===== config.mk =====
export PLATFORM = sky130hd
export DESIGN_NAME = adc_oversampler_flat
export DESIGN_NICKNAME = d
export VERILOG_FILES = /design/src/rtl/adc_os_pkg.sv /design/src/rtl/adc_os_if.sv /design/src/rtl/adc_os_accum.sv /design/src/rtl/adc_oversampler.sv /design/src/flat_wrapper.sv
export SDC_FILE = /design/constraint.sdc
export NUM_CORES = 1
export LEC_CHECK = 0
export BUFFER_PORTS_ARGS = -buffer_cell sky130_fd_sc_hd__buf_4
export CORE_MARGIN = 2
export CORE_UTILIZATION = 50
export CTS_BUF_LIST = sky130_fd_sc_hd__clkbuf_8
export DETAILED_ROUTE_END_ITERATION = 16
export PLACE_DENSITY_LB_ADDON = 0.12
export SKIP_CTS_REPAIR_TIMING = 1
export SYNTH_ARGS = -nofsm -noshare
export SYNTH_HDL_FRONTEND = slang
export SYNTH_HIERARCHICAL = 1
export SYNTH_SLANG_ARGS = --single-unit

===== constraint.sdc =====
create_clock -name clk -period 6.6 [get_ports clk]
set_input_delay 1.32 -clock clk [delete_from_list [all_inputs] [get_ports clk]]
set_output_delay 1.32 -clock clk [all_outputs]
set_load 0.005 [all_outputs]

===== src/rtl/adc_os_pkg.sv =====
// Shared types and sizing helpers for the multi-channel ADC oversampler.
// Optional feature macro: ADC_OS_ROUND_EN (round-half-up result instead of truncation).
package adc_os_pkg;

  typedef enum logic [1:0] {
    ST_IDLE   = 2'd0,
    ST_SETTLE = 2'd1,
    ST_ACQ    = 2'd2,
    ST_EMIT   = 2'd3
  } state_t;

  // Bits needed to index n items, never less than one so a 1-channel build still has a select.
  function automatic int clog2_min1(input int n);
    int r;
    r = $clog2(n);
    return (r < 1) ? 1 : r;
  endfunction

  // Accumulator width that holds (2^dw - 1) * 2^osr_log2 without wrapping.
  function automatic int acc_width(input int dw, input int osr_log2);
    return dw + osr_log2;
  endfunction

endpackage


===== src/rtl/adc_os_if.sv =====
// Sample-source, control and result bus of the ADC oversampler.
// Handshake: a result transfers on any cycle where result_valid && result_ready; while
// result_valid is high, result_data and result_ch stay stable until that cycle.
// Optional feature macro: ADC_OS_ROUND_EN (affects the result value only, not this bus).
interface adc_os_if #(
  parameter int DATA_W = 8,
  parameter int CH_W   = 2
);
  logic              start;
  logic              cont;
  logic [CH_W-1:0]   ch_sel;
  logic [DATA_W-1:0] sample_in;
  logic              sample_valid;
  logic [DATA_W-1:0] result_data;
  logic [CH_W-1:0]   result_ch;
  logic              result_valid;
  logic              result_ready;
  logic              busy;
  logic              done;

  // Oversampler side.
  modport master (
    input  start, cont, sample_in, sample_valid, result_ready,
    output ch_sel, result_data, result_ch, result_valid, busy, done
  );

  // Sample source / consumer side.
  modport slave (
    output start, cont, sample_in, sample_valid, result_ready,
    input  ch_sel, result_data, result_ch, result_valid, busy, done
  );
endinterface


===== src/rtl/adc_os_accum.sv =====
// Per-channel accumulator: sums 2^OSR_LOG2 samples and forms the mean.
// Optional feature macro: ADC_OS_ROUND_EN selects round-half-up instead of truncation.
module adc_os_accum
  import adc_os_pkg::*;
#(
  parameter int DATA_W   = 8,
  parameter int OSR_LOG2 = 4
) (
  input  logic              clk,
  input  logic              rst,
  input  logic              clear,
  input  logic              add_en,
  input  logic [DATA_W-1:0] sample_in,
  output logic              last,
  output logic [DATA_W-1:0] result
);
  localparam int ACC_W = acc_width(DATA_W, OSR_LOG2);

  logic [ACC_W-1:0]    acc_q;
  logic [OSR_LOG2-1:0] cnt_q;
  logic [ACC_W-1:0]    sum;

  // The result is formed from acc plus the incoming sample so it can be registered on the last sample.
  assign sum  = acc_q + ACC_W'(sample_in);
  assign last = &cnt_q;

`ifdef ADC_OS_ROUND_EN
  localparam logic [ACC_W-1:0] HALF = ACC_W'(1) << (OSR_LOG2 - 1);
  logic [ACC_W-1:0] rounded;
  // The rounded sum cannot exceed 2^ACC_W-1, so no saturation is needed.
  assign rounded = sum + HALF;
  assign result  = DATA_W'(rounded >> OSR_LOG2);
`else
  assign result  = DATA_W'(sum >> OSR_LOG2);
`endif

  // Accumulate accepted samples; clear at the start of every channel.
  always_ff @(posedge clk) begin
    if (rst || clear) begin
      acc_q <= '0;
      cnt_q <= '0;
    end else if (add_en) begin
      acc_q <= sum;
      cnt_q <= cnt_q + 1'b1;
    end
  end
endmodule


===== src/rtl/adc_oversampler.sv =====
// Multi-channel oversampling ADC front-end: scans NUM_CH mux inputs, discards SETTLE samples
// after each switch, averages 2^OSR_LOG2 samples and emits one mean per channel.
// Optional feature macro: ADC_OS_ROUND_EN (round-half-up mean).
module adc_oversampler
  import adc_os_pkg::*;
#(
  parameter int DATA_W   = 8,
  parameter int NUM_CH   = 4,
  parameter int OSR_LOG2 = 4,
  parameter int SETTLE   = 2
) (
  input  logic          clk,
  input  logic          rst,
  adc_os_if.master      bus,
  output state_t        dbg_state
);
  localparam int CH_W        = clog2_min1(NUM_CH);
  localparam int SC_W        = clog2_min1(SETTLE + 1);
  localparam int SETTLE_LAST = (SETTLE > 0) ? SETTLE - 1 : 0;
  localparam state_t ST_FIRST = (SETTLE == 0) ? ST_ACQ : ST_SETTLE;

  state_t            state_q, state_d;
  logic [CH_W-1:0]   ch_q, ch_d;
  logic [SC_W-1:0]   settle_q, settle_d;
  logic              cont_q, cont_d;
  logic              done_q, done_d;
  logic [DATA_W-1:0] result_data_q;
  logic [CH_W-1:0]   result_ch_q;
  logic              acc_clear, add_en, res_load, acc_last;
  logic [DATA_W-1:0] acc_result;

  adc_os_accum #(.DATA_W(DATA_W), .OSR_LOG2(OSR_LOG2)) u_accum (
    .clk       (clk),
    .rst       (rst),
    .clear     (acc_clear),
    .add_en    (add_en),
    .sample_in (bus.sample_in),
    .last      (acc_last),
    .result    (acc_result)
  );

  // Next-state, channel/settle counters and accumulator control.
  always_comb begin
    state_d   = state_q;
    ch_d      = ch_q;
    settle_d  = settle_q;
    cont_d    = cont_q;
    done_d    = 1'b0;
    acc_clear = 1'b0;
    add_en    = 1'b0;
    res_load  = 1'b0;
    unique case (state_q)
      ST_IDLE: begin
        if (bus.start) begin
          cont_d    = bus.cont;
          ch_d      = '0;
          settle_d  = '0;
          acc_clear = 1'b1;
          state_d   = ST_FIRST;
        end
      end
      ST_SETTLE: begin
        if (bus.sample_valid) begin
          if (settle_q == SC_W'(SETTLE_LAST)) begin
            settle_d = '0;
            state_d  = ST_ACQ;
          end else begin
            settle_d = settle_q + 1'b1;
          end
        end
      end
      ST_ACQ: begin
        add_en = bus.sample_valid;
        if (bus.sample_valid && acc_last) begin
          res_load = 1'b1;
          state_d  = ST_EMIT;
        end
      end
      ST_EMIT: begin
        if (bus.result_ready) begin
          acc_clear = 1'b1;
          settle_d  = '0;
          if (ch_q != CH_W'(NUM_CH - 1)) begin
            ch_d    = ch_q + 1'b1;
            state_d = ST_FIRST;
          end else if (cont_q) begin
            ch_d    = '0;
            state_d = ST_FIRST;
          end else begin
            done_d  = 1'b1;
            state_d = ST_IDLE;
          end
        end
      end
      default: state_d = ST_IDLE;
    endcase
  end

  // State, counters and registered outputs; reset wins over everything.
  always_ff @(posedge clk) begin
    if (rst) begin
      state_q       <= ST_IDLE;
      ch_q          <= '0;
      settle_q      <= '0;
      cont_q        <= 1'b0;
      done_q        <= 1'b0;
      result_data_q <= '0;
      result_ch_q   <= '0;
    end else begin
      state_q  <= state_d;
      ch_q     <= ch_d;
      settle_q <= settle_d;
      cont_q   <= cont_d;
      done_q   <= done_d;
      if (res_load) begin
        result_data_q <= acc_result;
        result_ch_q   <= ch_q;
      end
    end
  end

  assign bus.ch_sel       = ch_q;
  assign bus.result_data  = result_data_q;
  assign bus.result_ch    = result_ch_q;
  assign bus.result_valid = (state_q == ST_EMIT);
  assign bus.busy         = (state_q != ST_IDLE);
  assign bus.done         = done_q;
  assign dbg_state        = state_q;
endmodule


===== src/flat_wrapper.sv =====
// flat-port wrapper written by rule: the top's interface ports become plain ports
module adc_oversampler_flat import adc_os_pkg::*;
#(
  parameter int DATA_W   = 8,
  parameter int NUM_CH   = 4,
  parameter int OSR_LOG2 = 4,
  parameter int SETTLE   = 2
)
  (clk, rst, dbg_state, bus_start, bus_cont, bus_sample_in, bus_sample_valid, bus_result_ready, bus_ch_sel, bus_result_data, bus_result_ch, bus_result_valid, bus_busy, bus_done);
  adc_os_if #(.DATA_W(DATA_W), .CH_W(1)) bus_i ();
  input  logic clk;
  input  logic rst;
  output state_t dbg_state;
  input wire logic [$bits(bus_i.start)-1:0] bus_start;
  input wire logic [$bits(bus_i.cont)-1:0] bus_cont;
  input wire logic [$bits(bus_i.sample_in)-1:0] bus_sample_in;
  input wire logic [$bits(bus_i.sample_valid)-1:0] bus_sample_valid;
  input wire logic [$bits(bus_i.result_ready)-1:0] bus_result_ready;
  output wire logic [$bits(bus_i.ch_sel)-1:0] bus_ch_sel;
  output wire logic [$bits(bus_i.result_data)-1:0] bus_result_data;
  output wire logic [$bits(bus_i.result_ch)-1:0] bus_result_ch;
  output wire logic [$bits(bus_i.result_valid)-1:0] bus_result_valid;
  output wire logic [$bits(bus_i.busy)-1:0] bus_busy;
  output wire logic [$bits(bus_i.done)-1:0] bus_done;
  assign bus_i.start = bus_start;
  assign bus_i.cont = bus_cont;
  assign bus_i.sample_in = bus_sample_in;
  assign bus_i.sample_valid = bus_sample_valid;
  assign bus_i.result_ready = bus_result_ready;
  assign bus_ch_sel = bus_i.ch_sel;
  assign bus_result_data = bus_i.result_data;
  assign bus_result_ch = bus_i.result_ch;
  assign bus_result_valid = bus_i.result_valid;
  assign bus_busy = bus_i.busy;
  assign bus_done = bus_i.done;
  adc_oversampler #(.DATA_W(DATA_W), .NUM_CH(NUM_CH), .OSR_LOG2(OSR_LOG2), .SETTLE(SETTLE)) u_core (.clk(clk), .rst(rst), .bus(bus_i), .dbg_state(dbg_state));
endmodule

# After elaboration in Yosys (flattened, before gate mapping)
# Index checks and enable logic that the tools add are counted.
totals:
  word_cells: 62
  output_inout_bits: 15
  ff_bits: 33
op_classes:
  bitwise: 2
  reduce_logical: 12
  addsub: 4
  n_eq_ne: 11
  muxes: 24
ops:
  columns: ["op", "n"]
  rows:
  - ["two-way mux 2 bit", 13]
  - ["adder 12 x 8 -> 12 bit", 1]
  - ["AND reduction 4 bit", 3]
  - ["!= test 2 bit (second input constant)", 4]
  - ["one-hot mux 2 bit (4 select lines)", 1]
  - ["two-way mux 1 bit", 7]
  - ["one-hot mux 2 bit (3 select lines)", 1]
  - ["AND reduction 5 bit", 1]
  - ["adder 2 x 1 -> 2 bit (second input constant)", 2]
  - ["adder 4 x 1 -> 4 bit (second input constant)", 1]
  - ["== test 2 x 1 -> 1 bit (second input constant)", 2]
  - ["== test 2 bit (second input constant)", 2]
  - ["!= test 2 x 1 -> 1 bit (second input constant)", 2]
  - ["one-hot mux 2 bit (2 select lines)", 1]
  - ["nonzero test 2 bit", 2]
  - ["OR reduction 4 bit", 1]
  - ["!= test 3 x 1 -> 1 bit (second input constant)", 1]
  - ["nonzero test 3 bit", 1]
  - ["logical NOT 2 bit", 1]
  - ["NOT 1 bit", 2]
  - ["one-hot mux 1 bit (2 select lines)", 1]
  - ["AND reduction 2 bit", 1]
  - ["logical AND 1 bit", 1]
  - ["logical OR 1 bit", 1]

# Depth between registers and ports, before layout
logic_depth:
  depth_word: 4
  depth_mapped: 9

# Cells and area by module
# The synthesis kept the hierarchy.
modules_own_cells:
  columns: ["mod", "area_per_inst_um2", "seq_area_each_um2", "n_inst", "cells_each"]
  rows:
  - ["adc_os_accum", 1176.1, 320.3, 1, 136]
  - ["adc_oversampler", 824.5, 340.3, 1, 99]

# Least setup slack after synthesis
# OpenSTA, ideal clock, no wires.
synth_timing:
  path_kind: "input port to flip-flop"
  start: "input port bus_sample_in[0]"
  end: "register u_core.result_data_q[6], in the netlist u_core/bus.result_data[6]"
  setup_slack_ns: 3.477
  path_stages: 9
  t_arrival_ns: 2.991
  setup_time_ns: 0.132
  cell_sequence: "ha_1 > fa_1 > a21o_1 > a221oi_4 > a211oi_1 > xor2_1 > buf_4 > nand2_1 > a21oi_1"
synth_via:
  elab_chain_len: 1
synth_rtl:
  columns: ["item", "line_no", "source"]
  rows:
  - ["start, declared", "flat_wrapper.sv:16", "input wire logic [$bits(bus_i.sample_in)-1:0] bus_sample_in;"]
  - ["adder 12 x 8 -> 12 bit", "adc_os_accum.sv:24", "assign sum = acc_q + ACC_W'(sample_in);"]
  - ["via u_core.u_accum.sum[10]", "adc_os_accum.sv:21", "logic [ACC_W-1:0] sum;"]
  - ["end signal, assigned", "adc_oversampler.sv:116", "result_data_q <= acc_result;"]
  - ["end, declared", "adc_oversampler.sv:27", "logic [DATA_W-1:0] result_data_q;"]
# The timed path passes the listed nets, and every way through them passes these cells.
# A chain may end at the register's enable or synchronous reset.

# Final worst setup path
layout_timing:
  start: "input port bus_sample_in[0]"
  end: "register u_core.result_data_q[6], in the netlist u_core/bus.result_data[6]"
layout_via:
  elab_chain_len: 1
layout_rtl:
  columns: ["item", "line_no", "source"]
  rows:
  - ["adder 12 x 8 -> 12 bit", "adc_os_accum.sv:24", null]
  - ["via u_core.acc_result[6]", "adc_oversampler.sv:30", "logic [DATA_W-1:0] acc_result;"]
# The timed path passes the listed nets, and every way through them passes these cells.

==> impl_metrics.sql <==
INSERT INTO impl_metrics (metric_group, metric, value, unit) VALUES
('run_status', 'result_of_the_run', 'finished, final reports clean', ''),
('place', 'dp_hpwl', '3010', 'um'),
('timing', 'slew-limit-headroom', '0.477', ''),
('worst_setup_path', 'regToRegEndpoint', 'u_core/u_accum/acc_q[11]', ''),
('min_path', 'worstHoldStart', 'u_core/bus.result_data[5]', ''),
('worst_setup_path', 'critical_path.startpoint_type', 'input pin', ''),
('timing', 'finalWorstSetupSlack', '3.61', 'ns'),
('min_path', 'holdPathStages', '2', ''),
('logic_synthesis', 'post_synth_inst_count', '235', ''),
('die', 'top_level_ports', '29', ''),
('route', 'finalWirelength', '4180', 'um'),
('worst_setup_path', 'slowest_stage', 'sky130_fd_sc_hd__fa_1', ''),
('route', 'drt-vias-per-instance', '5.59', ''),
('worst_setup_path', 'rrSetupSlack', '4.16', 'ns'),
('cts', 'worst_setup_hold_path_clk_slew', '0.07', 'ns'),
('worst_setup_path', 'reg2reg_from', 'u_core/dbg_state[0]', ''),
('cells_and_area', 'final_common_cell', 'sky130_fd_sc_hd__dfxtp_1', ''),
('logic_synthesis', 'ys_seq_elements', '33', ''),
('place', 'place.gp.congestion', '0.778', ''),
('route', 'drt_iter0_drc', '121', ''),
('cells_and_area', 'stdcell_count', '303', ''),
('timing', 'rsz_0062_raised_after_global_routing', 'no', ''),
('timing', 'report.final.hold_viol_count', '0', ''),
('die', 'start_util', '0.534', ''),
('global_routing', 'global_route.peak_usage_layer', 'met2', ''),
('global_routing', 'grt_pass1_wl', '6920', 'um'),
('logic_synthesis', 'asyncSetResetFlopFracSynth', '0', ''),
('logic_synthesis', 'synthesis.yosys.warnings', '6', ''),
('global_routing', 'grt_max_degree', '22', ''),
('place', 'area_after_detailed_placement', '0.00218', 'mm^2'),
('timing', 'achievable-frequency', '334', 'MHz'),
('logic_synthesis', 'post_synth_edffs', '0', ''),
('worst_setup_path', 'setup.worst_path.end_class', 'flip-flop', ''),
('route', 'route.detailed.drc', '0', ''),
('die', 'die_width', '67.3', 'um'),
('cts', 'clock_insertion_delay_worst_skew', '0.29', 'ns'),
('global_routing', 'initial_antenna_violation_count', '0', ''),
('route', 'wl_per_cell', '13.8', 'um'),
('global_routing', 'use_met1', '0.260', ''),
('route', 'drt_pre_antenna_iters', '4', ''),
('logic_synthesis', 'synthesis.nets', '267', ''),
('cts', 'cts_root_buf', 'sky130_fd_sc_hd__clkbuf_8', ''),
('cts', 'htreeDepth', '2', ''),
('cells_and_area', 'fillcell_total', '350', ''),
('worst_setup_path', 'cp_data_required_time', '6.78', 'ns'),
('global_routing', 'globalRouteMet2Util', '0.332', ''),
('worst_setup_path', 'cp_slowest_stage_delay', '0.42', 'ns'),
('timing', 'setup_violations', '0', ''),
('place', 'post_place_worst_slack', '3.32', 'ns'),
('timing', 'slew_violations', '0', ''),
('timing', 'worst_margin_slew', '0.782', 'ns'),
('worst_setup_path', 'critical_path.max_fanout', '6', ''),
('power', 'static-leakage-power', '0.000950', 'uW'),
('place', 'portBuffers', '28', ''),
('cts', 'cts_tree', 'done', ''),
('timing', 'post-route-period-util', '0.453', ''),
('route', 'via_count', '1693', ''),
('cells_and_area', 'final_cell_mix', 'sky130_fd_sc_hd__dfxtp_1 (33), sky130_fd_sc_hd__nand2_1 (30), sky130_fd_sc_hd__buf_4 (28)', ''),
('timing', 'worst_clock_skew', '0.00806', 'ns'),
('route', 'route.antenna.remaining_nets', '0', ''),
('power', 'power.density_cell_area', '244', 'mW/mm^2'),
('die', 'num_rows', '22', ''),
('logic_synthesis', 'synth_ff_type', 'sky130_fd_sc_hd__dfxtp_1', ''),
('timing', 'layout_min_cycle_time', '2.99', 'ns'),
('min_path', 'hold_end', 'u_core/bus.result_data[5]', ''),
('cells_and_area', 'final_layout_size_suffix_gt1_frac', '0.169', ''),
('global_routing', 'number_of_global_route_vias_before_repair', '1591', ''),
('logic_synthesis', 'synth.avg_cell_area', '8.51', 'um^2'),
('place', 'place.detailed.instances', '295', ''),
('cells_and_area', 'design_area', '0.00227', 'mm^2'),
('logic_synthesis', 'synth_seq_area_share', '0.330', '');
final cells by class:
class	count	area, um^2	area share
inverter	6	22.5	0.00993
tap	48	60.1	0.0265
clock inverter	3	17.5	0.00773
clock buffer	5	68.8	0.0304
sequential	33	661	0.291
multi-input combinational	180	1230	0.541
timing repair buffer	28	210	0.0927
layer usage:
| layer | share of wire | up-vias | wire length, um |
|---|---|---|---|
| met2 | 0.48 | 36 | 2010 |
| met1 | 0.47 | 780 | 1970 |
| met5 | 0 | - | 0 |
| li1 | - | 875 | - |
| met3 | 0.043 | 2 | 180 |
| met4 | 0.0041 | 0 | 17 |
logic make-up after synthesis:
group	count (synthesis)	synth area share
AND/OR/NAND/NOR	92	0.234
AO/OA/AOI/OAI	55	0.195
flip-flops	33	0.330
buffers and inverters	22	0.0563
adder cells (fa/ha/maj)	18	0.116
XOR/XNOR	10	0.0438
multiplexers	5	0.0250
per-stage QoR:
| step | hold slack, ns | total power [uW] |
|---|---|---|
| after global routing | 0.483 | 592 |
| final | 0.460 | 553 |
| after CTS | 0.460 | 558 |
| after floorplan | 0.440 | 361 |
| after global placement | 0.444 | 405 |
| after detailed placement | 0.450 | 407 |
worst max path at each step:
stage	start	to	slack, ns	cells after the start
after detailed placement	bus_sample_in[0]	u_core/bus.result_data[6]	3.32	9
after CTS	bus_sample_in[0]	u_core/bus.result_data[6]	3.62	9
after floorplan	bus_sample_in[0]	u_core/bus.result_data[6]	3.48	9
final	bus_sample_in[0]	u_core/bus.result_data[6]	3.61	9
after global placement	bus_sample_in[0]	u_core/bus.result_data[6]	3.36	9
after global routing	bus_sample_in[0]	u_core/bus.result_data[6]	3.47	9
report_power, final:
group,internal (uW),switching (uW),total [uW]
registers,210,12.4,223
clock network,72.7,75.8,148
logic,77.9,104,182
cell usage after synthesis, types with 2 or more instances:
library cell               instances  share of area
sky130_fd_sc_hd__o211ai_1          5          0.019
sky130_fd_sc_hd__a31o_2            2         0.0088
sky130_fd_sc_hd__and2_1            2         0.0063
sky130_fd_sc_hd__nand2b_1          7          0.022
sky130_fd_sc_hd__nand2_1          30          0.056
sky130_fd_sc_hd__ha_1             17           0.11
sky130_fd_sc_hd__nor3b_1           2         0.0075
sky130_fd_sc_hd__a211oi_1          5          0.019
sky130_fd_sc_hd__mux2i_1           5          0.025
sky130_fd_sc_hd__nor2b_1           5          0.016
sky130_fd_sc_hd__nand3_1          10          0.025
sky130_fd_sc_hd__xnor2_1           4          0.018
sky130_fd_sc_hd__o311ai_1          2         0.0088
sky130_fd_sc_hd__clkbuf_1          8          0.015
sky130_fd_sc_hd__nor4_1            3         0.0094
sky130_fd_sc_hd__xor2_1            6          0.026
sky130_fd_sc_hd__nand4_1           2         0.0063
sky130_fd_sc_hd__a21o_1            3          0.011
sky130_fd_sc_hd__nor3_1            2         0.0050
sky130_fd_sc_hd__dfxtp_1          33           0.33
sky130_fd_sc_hd__and3_1            6          0.019
sky130_fd_sc_hd__a21oi_1          24          0.060
sky130_fd_sc_hd__inv_1             6          0.011
sky130_fd_sc_hd__buf_4             8          0.030
sky130_fd_sc_hd__nor2_1           15          0.028
sky130_fd_sc_hd__or3_1             2         0.0063
state kept, by name (all words and copies together), names as in the netlist:
signal / flops
u_core/ch_q: 2
u_core/cont_q: 1
u_core/bus.done: 1
u_core/bus.result_data: 8
u_core/u_accum/acc_q: 12
u_core/dbg_state: 2
u_core/settle_q: 2
u_core/u_accum/cnt_q: 4
u_core/result_ch_q: 1
critical path, delay by kind of cell:
kind / cells / cell delay [ns]
buffers and inverters: 1 / 0.11
and+or+nand+nor: 1 / 0.06
xor gates and xnor gates: 1 / 0.16
adders and majority gates: 2 / 0.64
AOI/OAI and AO/OA: 4 / 0.86
(Power assumes the default switching activity.)
